==> src/rtl/vga_fb_arbiter.sv <==
// Single-port frame-buffer arbiter: display reads own the BRAM during the active region,
// the image-processing engine is served in blanking through a req/ack handshake.
module vga_fb_arbiter #(
    parameter int unsigned ADDR_W  = 19,
    parameter int unsigned DATA_W  = 12,
    parameter int unsigned MEM_LAT = 1
) (
    input  logic              vga_clk,
    input  logic              rst,
    input  logic              disp_active,
    input  logic [ADDR_W-1:0] disp_addr,
    output logic [DATA_W-1:0] disp_data,
    input  logic              proc_req,
    input  logic              proc_we,
    input  logic [ADDR_W-1:0] proc_addr,
    input  logic [DATA_W-1:0] proc_wdata,
    output logic              proc_ack,
    output logic [DATA_W-1:0] proc_rdata,
    output logic              proc_rvalid,
    output logic              mem_en,
    output logic              mem_we,
    output logic [ADDR_W-1:0] mem_addr,
    output logic [DATA_W-1:0] mem_wdata,
    input  logic [DATA_W-1:0] mem_rdata,
    input  logic              stall_clr,
    output logic [15:0]       stall_cnt
);

    typedef enum logic [1:0] {OwnIdle, OwnDisp, OwnProc} owner_e;

    owner_e owner;
    logic   rd_issue;
    logic   ret_vld;
    logic   ret_proc;

    // Stage i of the tag pipe describes the access issued i edges ago.
    logic [MEM_LAT:0] tag_vld;
    logic [MEM_LAT:0] tag_proc;

    // A request still high while proc_ack is high is the already-served one.
    always_comb begin
        owner = OwnIdle;
        if (disp_active) begin
            owner = OwnDisp;
        end else if (proc_req && !proc_ack) begin
            owner = OwnProc;
        end
    end

    assign rd_issue = (owner == OwnDisp) || ((owner == OwnProc) && !proc_we);
    assign ret_vld  = tag_vld[MEM_LAT];
    assign ret_proc = tag_proc[MEM_LAT];

    always_ff @(posedge vga_clk or negedge rst) begin
        if (!rst) begin
            mem_en    <= 1'b0;
            mem_we    <= 1'b0;
            mem_addr  <= '0;
            mem_wdata <= '0;
            proc_ack  <= 1'b0;
        end else begin
            proc_ack <= (owner == OwnProc);
            unique case (owner)
                OwnDisp: begin
                    mem_en   <= 1'b1;
                    mem_we   <= 1'b0;
                    mem_addr <= disp_addr;
                end
                OwnProc: begin
                    mem_en    <= 1'b1;
                    mem_we    <= proc_we;
                    mem_addr  <= proc_addr;
                    mem_wdata <= proc_wdata;
                end
                default: begin
                    mem_en <= 1'b0;
                    mem_we <= 1'b0;
                end
            endcase
        end
    end

    always_ff @(posedge vga_clk or negedge rst) begin
        if (!rst) begin
            tag_vld  <= '0;
            tag_proc <= '0;
        end else begin
            tag_vld  <= {tag_vld[MEM_LAT-1:0], rd_issue};
            tag_proc <= {tag_proc[MEM_LAT-1:0], owner == OwnProc};
        end
    end

    // Cycles with no display read in the return slot show black.
    always_ff @(posedge vga_clk or negedge rst) begin
        if (!rst) begin
            disp_data   <= '0;
            proc_rdata  <= '0;
            proc_rvalid <= 1'b0;
        end else begin
            disp_data   <= (ret_vld && !ret_proc) ? mem_rdata : '0;
            proc_rvalid <= ret_vld && ret_proc;
            if (ret_vld && ret_proc) begin
                proc_rdata <= mem_rdata;
            end
        end
    end

    always_ff @(posedge vga_clk or negedge rst) begin
        if (!rst) begin
            stall_cnt <= '0;
        end else if (stall_clr) begin
            stall_cnt <= '0;
        end else if (proc_req && (owner != OwnProc) && !proc_ack && (stall_cnt != 16'hFFFF)) begin
            stall_cnt <= stall_cnt + 16'd1;
        end
    end

endmodule

==> config.mk <==
export PLATFORM = sky130hd
export DESIGN_NAME = vga_fb_arbiter
export DESIGN_NICKNAME = d
export VERILOG_FILES = /design/src/rtl/vga_fb_arbiter.sv
export SDC_FILE = /design/constraint.sdc
export NUM_CORES = 1
export LEC_CHECK = 0
export CAP_MARGIN = 0
export CORE_MARGIN = 5
export CORE_UTILIZATION = 42
export CTS_CLUSTER_DIAMETER = 150
export DETAILED_ROUTE_END_ITERATION = 10
export PLACE_DENSITY = 0.9
export SYNTH_ARGS = -nofsm -noshare
export SYNTH_HDL_FRONTEND = slang
export SYNTH_SLANG_ARGS = --single-unit
==> constraint.sdc <==
create_clock -name vga_clk -period 2.45 [get_ports vga_clk]
set_clock_uncertainty 0.2 [all_clocks]
set_input_delay 0.6125 -clock vga_clk [delete_from_list [all_inputs] [get_ports vga_clk]]
set_output_delay 0.6125 -clock vga_clk [all_outputs]
set_load 0.03 [all_outputs]
Word-level counts from Yosys, hierarchy flattened
Cells that the tools add are included.

storage, ports and cells
  bits in read-only memories = 0
  register bits = 79
  logic and storage cells = 38
  output and inout port bits = 75
  latch bits = 0
  memories = 0
  RAM bits = 0
  input port bits = 68

cells by class
  reduce and logical (&&, ||, !) cells = 14
  add/sub/neg operators = 1
  shift-type cells = 0
  bitwise gates (word level) = 0
  $lt $le $gt $ge = 0
  muxes and demuxes = 8
  $mul = 0
  div/mod/pow operators = 0
  equality and inequality tests = 4

operator list
  kind                                                             number
  19-bit case mux with 2 select lines                              1
  16-bit 2-to-1 mux                                                2
  16-bit by 1-bit adder with 16-bit output, second input constant  1
  16-bit != test, second input constant                            1
  12-bit 2-to-1 mux                                                1
  1-bit logical AND                                                7
  2-bit 2-to-1 mux                                                 2
  2-bit nonzero test                                               2
  1-bit zero test                                                  3
  2-bit by 1-bit == test with 1-bit output, second input constant  1
  2-bit == test, second input constant                             1
  1-bit 2-to-1 mux                                                 2
  2-bit != test, second input constant                             1
  2-bit OR reduction                                               1
  1-bit logical OR                                                 1

Logic depth before layout (Yosys ltp)
Gate-level depths: netlist of the first run.

  word-level depth = 10
  depth in mapped cells = 7
  gate-level depth less buffers = 6

Least setup slack after synthesis of the first run
Ideal clock, no wire load.

  path kind = reg-to-reg
  from = register stall_cnt[0]
  to = register stall_cnt[9]
  stages on the path, launching flop included = 8
  data required time = 2130 ps
  period minus slack after synthesis = 2172 ps
  buffers on the path = 1
  setup slack = 278 ps
  arrival = 1852 ps
  setup time = 120 ps
  cells stage by stage = dfrtp_1 > ha_1 > and3_1 > and3_4 > buf_6 > a21oi_4 > a311oi_1 > a41o_1

on the way
  cells in the longest elaborated chain, start to end = 3
  elaborated cells on any way between the ends = 6
  those cells by class = add/sub (1); eq/ne (1); mux (2); reduce/logical (2)

RTL lines
  what                                                                               RTL line  RTL
  start, declared                                                                    26        output logic [15:0] stall_cnt
  start signal, assigned                                                             114       stall_cnt <= stall_cnt + 16'd1;
  16-bit by 1-bit adder with 16-bit output / 16-bit != test (equally long branches)  114, 113
  16-bit 2-to-1 mux / 1-bit logical AND (equally long branches)                      113       end else if (proc_req && (owner != OwnProc) && !proc_ack && (stall_cnt != 16'hFFFF)) begin
  16-bit 2-to-1 mux / 2-bit nonzero test (equally long branches)                     --

Parallel ways exist; a longest one is shown, timed or not. The select of a mux whose other input is x is not followed.
A chain may end at the register's enable or synchronous reset.

Worst setup path after layout of the first run
  from = register stall_cnt[0]
  to = output stall_cnt[0]

No word-level cell between the ends.

==> results of run 1 <==
## placed cells by master (no fill, tap or decap), types with 2 or more instances in the layout
master	netlist	final
clkdlybuf4s50_1	0	140
dfrtp_1	78	78
mux2_2	24	24
nand2_1	22	22
mux2i_1	21	21
o21ai_0	19	19
nor2_1	15	15
and2_1	13	13
xnor2_1	11	11
clkbuf_8	0	11
buf_4	1	9
inv_1	6	6
nand4_1	6	6
a21oi_1	6	6
nand3_1	5	5
and3_1	4	4
a211oi_2	3	3
nand2b_1	2	2
and4_1	2	2
a2111oi_2	2	2
bufinv_16	0	2
clkinv_2	0	2
## kinds of logic (layout without fill, tap and decap cells)
kind of cell / Yosys count / in the layout
muxes: 45 / 45
adders and majority gates: 1 / 1
xor gates and xnor gates: 11 / 11
DFF: 78 / 78
AOI/OAI and AO/OA: 37 / 37
buffers and inverters: 22 / 172
and+or+nand+nor: 76 / 76
## layout make-up
type	count	area, sq um
Tap cell	102	128
Clock buffer	11	151
Inverter	6	22.5
Multi-Input combinational cell	170	1250
Timing Repair Buffer	151	1500
Fill cell	601	2610
Clock inverter	4	70.1
Sequential cell	78	1950
## registers in the layout, indices dropped and copies added (netlist names), 2 cells and up
name / count
mem_addr: 19
stall_cnt: 16
disp_data: 12
mem_wdata: 12
proc_rdata: 12
tag_proc: 2
tag_vld: 2
## power groups by stage
stage          clock (mW)  combinational [mW]  sequential [mW]
6_report             1.05               0.880             1.49
5_1_grt              1.15               0.930             1.50
4_1_cts              1.09               0.892             1.49
3_5_place_dp            0               0.890             1.51
3_3_place_gp            0               0.878             1.50
2_1_floorplan           0               0.173             1.77
## repair_timing
action / CTS / global route
resized for setup: 0 / 1
setup buffers: 0 / 0
setup endpoints to repair: 0 / 1
hold buffers: 0 / 0
## metrics by stage
step                      hold slack (ns)  worst slack [ns]  cell area (sq um)
after floorplan                     0.117             0.278               3310
after global routing               0.0874            0.0546               5080
final                              0.0551             0.118               5080
after detailed placement            0.136            0.0382               4860
after global placement              0.132            0.0982               4860
after CTS                          0.0579            0.0255               5080
## worst min-delay path by stage
stage	from	slack, ns	end
5_1_grt	rst	0.09	mem_addr[1]
3_5_place_dp	tag_vld[0]	0.14	tag_vld[1]
4_1_cts	rst	0.06	mem_addr[6]
6_report	rst	0.06	mem_addr[1]
3_3_place_gp	tag_vld[0]	0.13	tag_vld[1]
2_1_floorplan	rst	0.12	disp_data[0]
## routing by layer
metal / wire length [um] / up-vias
met4: 113 / 0
met1: 3160 / 1214
met2: 4250 / 95
met3: 609 / 10
met5: 0 / -
li1: - / 1218
==> impl_metrics.json, run 1 <==
{
  "outcome": "finished, final reports clean",
  "cap_viol_max_count": 0,
  "grt_pass1_wl_um": 13200,
  "ys_ff_latch": 78,
  "hp-class": "in -> async",
  "use_met1_pct": 19.8,
  "synth_edf_count": 0,
  "p_per_area_nw_per_um2": 673,
  "syn_inst": 270,
  "utilization_pct": 66.1,
  "clock_path_buffers": 2,
  "first_global_vias": 2636,
  "clock_latency_ns": 0.33,
  "gr-usage-all-layers_pct": 17.0,
  "nets": 485,
  "grt-busiest-layer": "met2",
  "hold_viol_final": 0,
  "routedWlPerCell_um": 15.6,
  "place.gp.congestion": 0.858,
  "synth.area.mux_share_pct": 14.5,
  "p_leak_nw": 2.21,
  "grt_use_met3_pct": 5.52,
  "worstPathCellList": "clkdlybuf4s50_1",
  "synth_top_cell_area_share_pct": 58.9,
  "layout-drive-gt1-share_pct": 14.0,
  "cp_top_family": "buffers and inverters",
  "cts.root.buffer_cell": "clkbuf_8",
  "port_buffers": 142,
  "final_max_slew_viol_count": 0,
  "ys_warn_count": 0,
  "num_rows": 32,
  "synth_area_sq_um": 3310,
  "endpoint_kind": "output port",
  "first_iter_violations": 50,
  "p_int_mw": 2.46,
  "placed_cells": 507,
  "die_x_um": 98.8,
  "crit_path_max_fanout": 6,
  "wl_um": 8140,
  "num_vias": 2537,
  "core_area_sq_um": 7690,
  "cp.depth": 1,
  "cts_tree": "done",
  "final_cells": 522,
  "startpoint": "stall_cnt[0]",
  "cpPeakStageDelay_ns": 0.72,
  "synth_adder_area_share_pct": 0.378,
  "p_total_mw": 3.42,
  "slew_headroom_pct": 57.8,
  "period_needed_ns": 2.33,
  "tns_ns": 0,
  "arrival_ns": 1.52,
  "rsz0062_at_grt": "no",
  "clkPwrFrac_pct": 30.8,
  "synth_cell_types": 37,
  "switching_share_pct": 27.9,
  "synth_common_cells": "dfrtp_1, mux2_2, nand2_1, mux2i_1, o21ai_0",
  "cts_buffers": 9,
  "drc": 0,
  "worst_slew_pin_slew_ns": 0.632,
  "cts.sinks": 78,
  "synth-xor-area-share_pct": 2.91,
  "finalCritPeriodShare_pct": 95.2,
  "use_met2_pct": 29.6,
  "vias_per_cell": 4.86,
  "path_clk_slew_ns": 0.08,
  "max_freq_mhz": 429,
  "dpl.hpwl_um": 6130,
  "peakVddDrop_v": 0.000396,
  "cp_slowest_cell": "clkdlybuf4s50_1",
  "dieArea_sq_um": 9760,
  "yosys_most_used_dff": "dfrtp_1",
  "worstSetupPathType": "reg -> out",
  "r2r-end": "stall_cnt[9]",
  "ant_nets": 0,
  "start_util_pct": 43.1,
  "reg2reg_depth": 6,
  "synth_area_leaders": "dfrtp_1, mux2_2, mux2i_1",
  "h-tree-depth": 3,
  "synth_compound_area_share_pct": 7.89,
  "crit_buf_inv": 1,
  "yosysSeqAreaShare_pct": 58.9,
  "yosys.area_share.simple_pct": 12.2,
  "dieHeight_um": 98.8,
  "cp-start-kind": "register",
  "p_sw_uw": 955,
  "antenna_found_initial": 0,
  "syn-mean-instance-area_sq_um": 12.3,
  "diodes": 0,
  "p_comb_share_pct": 25.7,
  "grt_overflow": 0,
  "io_pins": 143,
  "async_flop_share_pct": 100,
  "synth_nets": 339,
  "endpoint": "stall_cnt[0]",
  "synth_area_leader_cell": "dfrtp_1",
  "required_ns": 1.64,
  "synth_top_family_by_area": "multiplexers",
  "synth.most_common_cell": "dfrtp_1",
  "reg2reg_slack_ns": 0.33,
  "p_seq_share_pct": 43.5,
  "grt_max_degree": 42,
  "setup_viol": 0,
  "synthToLayoutAreaGrowth_pct": 53.3,
  "r2r-start": "stall_cnt[0]",
  "first_pass_iters": 5
}
No activity file was read; power rests on OpenSTA's default activity.
==> inputs of run 2 (changes only) <==
--- a/config.mk
+++ b/config.mk
@@ -11,6 +11,7 @@
 export CTS_CLUSTER_DIAMETER = 150
 export DETAILED_ROUTE_END_ITERATION = 10
 export PLACE_DENSITY = 0.9
+export SKIP_LAST_GASP = 1
 export SYNTH_ARGS = -nofsm -noshare
 export SYNTH_HDL_FRONTEND = slang
 export SYNTH_SLANG_ARGS = --single-unit
==> results of run 2 <==
Final layout, timing and power as in run 1 (identical DEF).
==> inputs of run 3 (changes only) <==
--- a/config.mk
+++ b/config.mk
@@ -6,7 +6,6 @@
 export NUM_CORES = 1
 export LEC_CHECK = 0
 export CAP_MARGIN = 0
-export CORE_MARGIN = 5
 export CORE_UTILIZATION = 42
 export CTS_CLUSTER_DIAMETER = 150
 export DETAILED_ROUTE_END_ITERATION = 10
==> run 3 against run 2 <==
  * Via count is 1.5% higher
  * Final cell count is 0.38% lower
  * Sequential cell count stayed put
  * Core utilization is 0.16 points lower
  * Sequential share of layout area is 0.095 points higher
  * Fmax hardly changed
  * Combinational power is 0.8% lower
  * Non-clock buffer count is 3 lower
  * Critical path depth stayed put
  * Critical endpoint unchanged
==> impl_metrics.json, run 3 (synthesis gave the netlist of run 1 again) <==
{
  "port_buffers": 142,
  "crit_buf_inv": 1,
  "cpPeakStageDelay_ns": 0.72,
  "endpoint_kind": "output port",
  "cts.root.buffer_cell": "clkbuf_8",
  "final_max_slew_viol_count": 0,
  "hold_buffers": 0,
  "layout-drive-gt1-share_pct": 13.6,
  "period_needed_ns": 2.33,
  "top_register": "mem_addr",
  "gr-usage-all-layers_pct": 19.6,
  "reg2reg_depth": 6,
  "grt_max_degree": 43,
  "nets": 482,
  "hold_ws_ns": 0.0285,
  "layout_common_cells": "clkdlybuf4s50_1, dfrtp_1, mux2_2",
  "dpl.hpwl_um": 5620,
  "worstSetupPathType": "reg -> out",
  "first_pass_iters": 4,
  "cp.depth": 1,
  "grt_overflow": 0,
  "clock_path_buffers": 2,
  "use_met2_pct": 35.0,
  "worst_slew_pin_slew_ns": 0.665,
  "cp_slowest_cell": "clkdlybuf4s50_1",
  "start_util_pct": 43.1,
  "max_freq_mhz": 429,
  "antenna_found_initial": 0,
  "cts.sinks": 78,
  "drc": 0,
  "dieHeight_um": 90.8,
  "num_rows": 32,
  "cp_top_family": "buffers and inverters",
  "cp-start-kind": "register",
  "h-tree-depth": 3,
  "dieArea_sq_um": 8250,
  "die_x_um": 90.8,
  "crit_path_max_fanout": 6,
  "p_leak_nw": 2.19,
  "worstPathCellList": "clkdlybuf4s50_1",
  "outcome": "finished, final reports clean",
  "path_clk_slew_ns": 0.09,
  "wl_um": 7590,
  "vias_per_cell": 4.95,
  "cap_viol_max_count": 0,
  "tns_ns": 0,
  "place.gp.congestion": 0.844,
  "cts.repair_timing.setup_buffer_count": 0,
  "hold_viol_final": 0,
  "grt_pass1_wl_um": 12600,
  "p_total_mw": 3.45,
  "core_area_sq_um": 7690,
  "num_vias": 2574,
  "ant_nets": 0,
  "final_common_cell": "clkdlybuf4s50_1",
  "reg_top3": "mem_addr (19), stall_cnt (16)",
  "required_ns": 1.64,
  "r2r-end": "stall_cnt[9]",
  "reg2reg_slack_ns": 0.32,
  "hp-class": "in -> async",
  "clock_latency_ns": 0.34,
  "arrival_ns": 1.52,
  "first_iter_violations": 54,
  "finalCritPeriodShare_pct": 95.2,
  "final_cells": 520,
  "cts_tree": "done",
  "largest_reg_flops": 19,
  "utilization_pct": 65.9,
  "routedWlPerCell_um": 14.6,
  "rsz0062_at_grt": "no",
  "first_global_vias": 2628,
  "diodes": 0,
  "placed_cells": 504,
  "slew_headroom_pct": 55.6,
  "synthToLayoutAreaGrowth_pct": 52.9,
  "io_pins": 143,
  "p_per_area_nw_per_um2": 681,
  "setup_viol": 0,
  "r2r-start": "stall_cnt[0]",
  "grt-busiest-layer": "met2",
  "cts_buffers": 9,
  "peakVddDrop_v": 0.000295,
  "use_met1_pct": 23.1,
  "grt_use_met3_pct": 4.21
}
## run 3: cell count changes in the layout (fill, tap and decap cells not counted), sizes merged
cell / before / now
clkinvlp: 0 / 1
inv: 6 / 7
buf: 10 / 7
clkbuf: 11 / 10
## run 3: power by group
part | internal (mW) | leakage, nW | switching, mW
combinational | 0.421 | 1.10 | 0.452
sequential | 1.42 | 0.975 | 0.0680
clock | 0.609 | 0.113 | 0.480
total | 2.45 | 2.19 | 1.00
## run 3: worst max-delay path by stage
stage	start	endpoint	slack, ns
3_5_place_dp	disp_active	stall_cnt[8]	-0.0003
3_3_place_gp	disp_active	stall_cnt[8]	0.02
5_1_grt	stall_cnt[0]	stall_cnt[0]	0.05
4_1_cts	stall_cnt[15]	stall_cnt[15]	0.03
2_1_floorplan	stall_cnt[0]	stall_cnt[9]	0.28
6_report	stall_cnt[0]	stall_cnt[0]	0.12
## run 3: per-layer routing
metal  part of all wire [%]  vias up
li1                       -     1219
met1                     40     1252
met2                     53       91
met3                    5.8       12
met4                    1.7        0
met5                      0        -
## run 3: timing repair
action / 4_1_cts / 5_1_grt
endpoints found under the setup margin: 0 / 1
resized for setup: 0 / 1
hold endpoints to repair: 0 / 0
## run 3: per-stage QoR
stage / setup WS (ns) / cell area [sq um]
after floorplan: 0.278 / 3310
after global placement: 0.0240 / 4830
after detailed placement: -0.000299 / 4830
after CTS: 0.0343 / 5060
after global routing: 0.0516 / 5070
final: 0.116 / 5070
## run 3: final cells by class
class / count / area, sq um
inverter: 6 / 22.5
clock buffer: 10 / 138
sequential: 78 / 1950
fill: 609 / 2620
tap: 102 / 128
clock inverter: 6 / 93.8
timing repair buffer: 148 / 1480
multi-input combinational: 170 / 1250
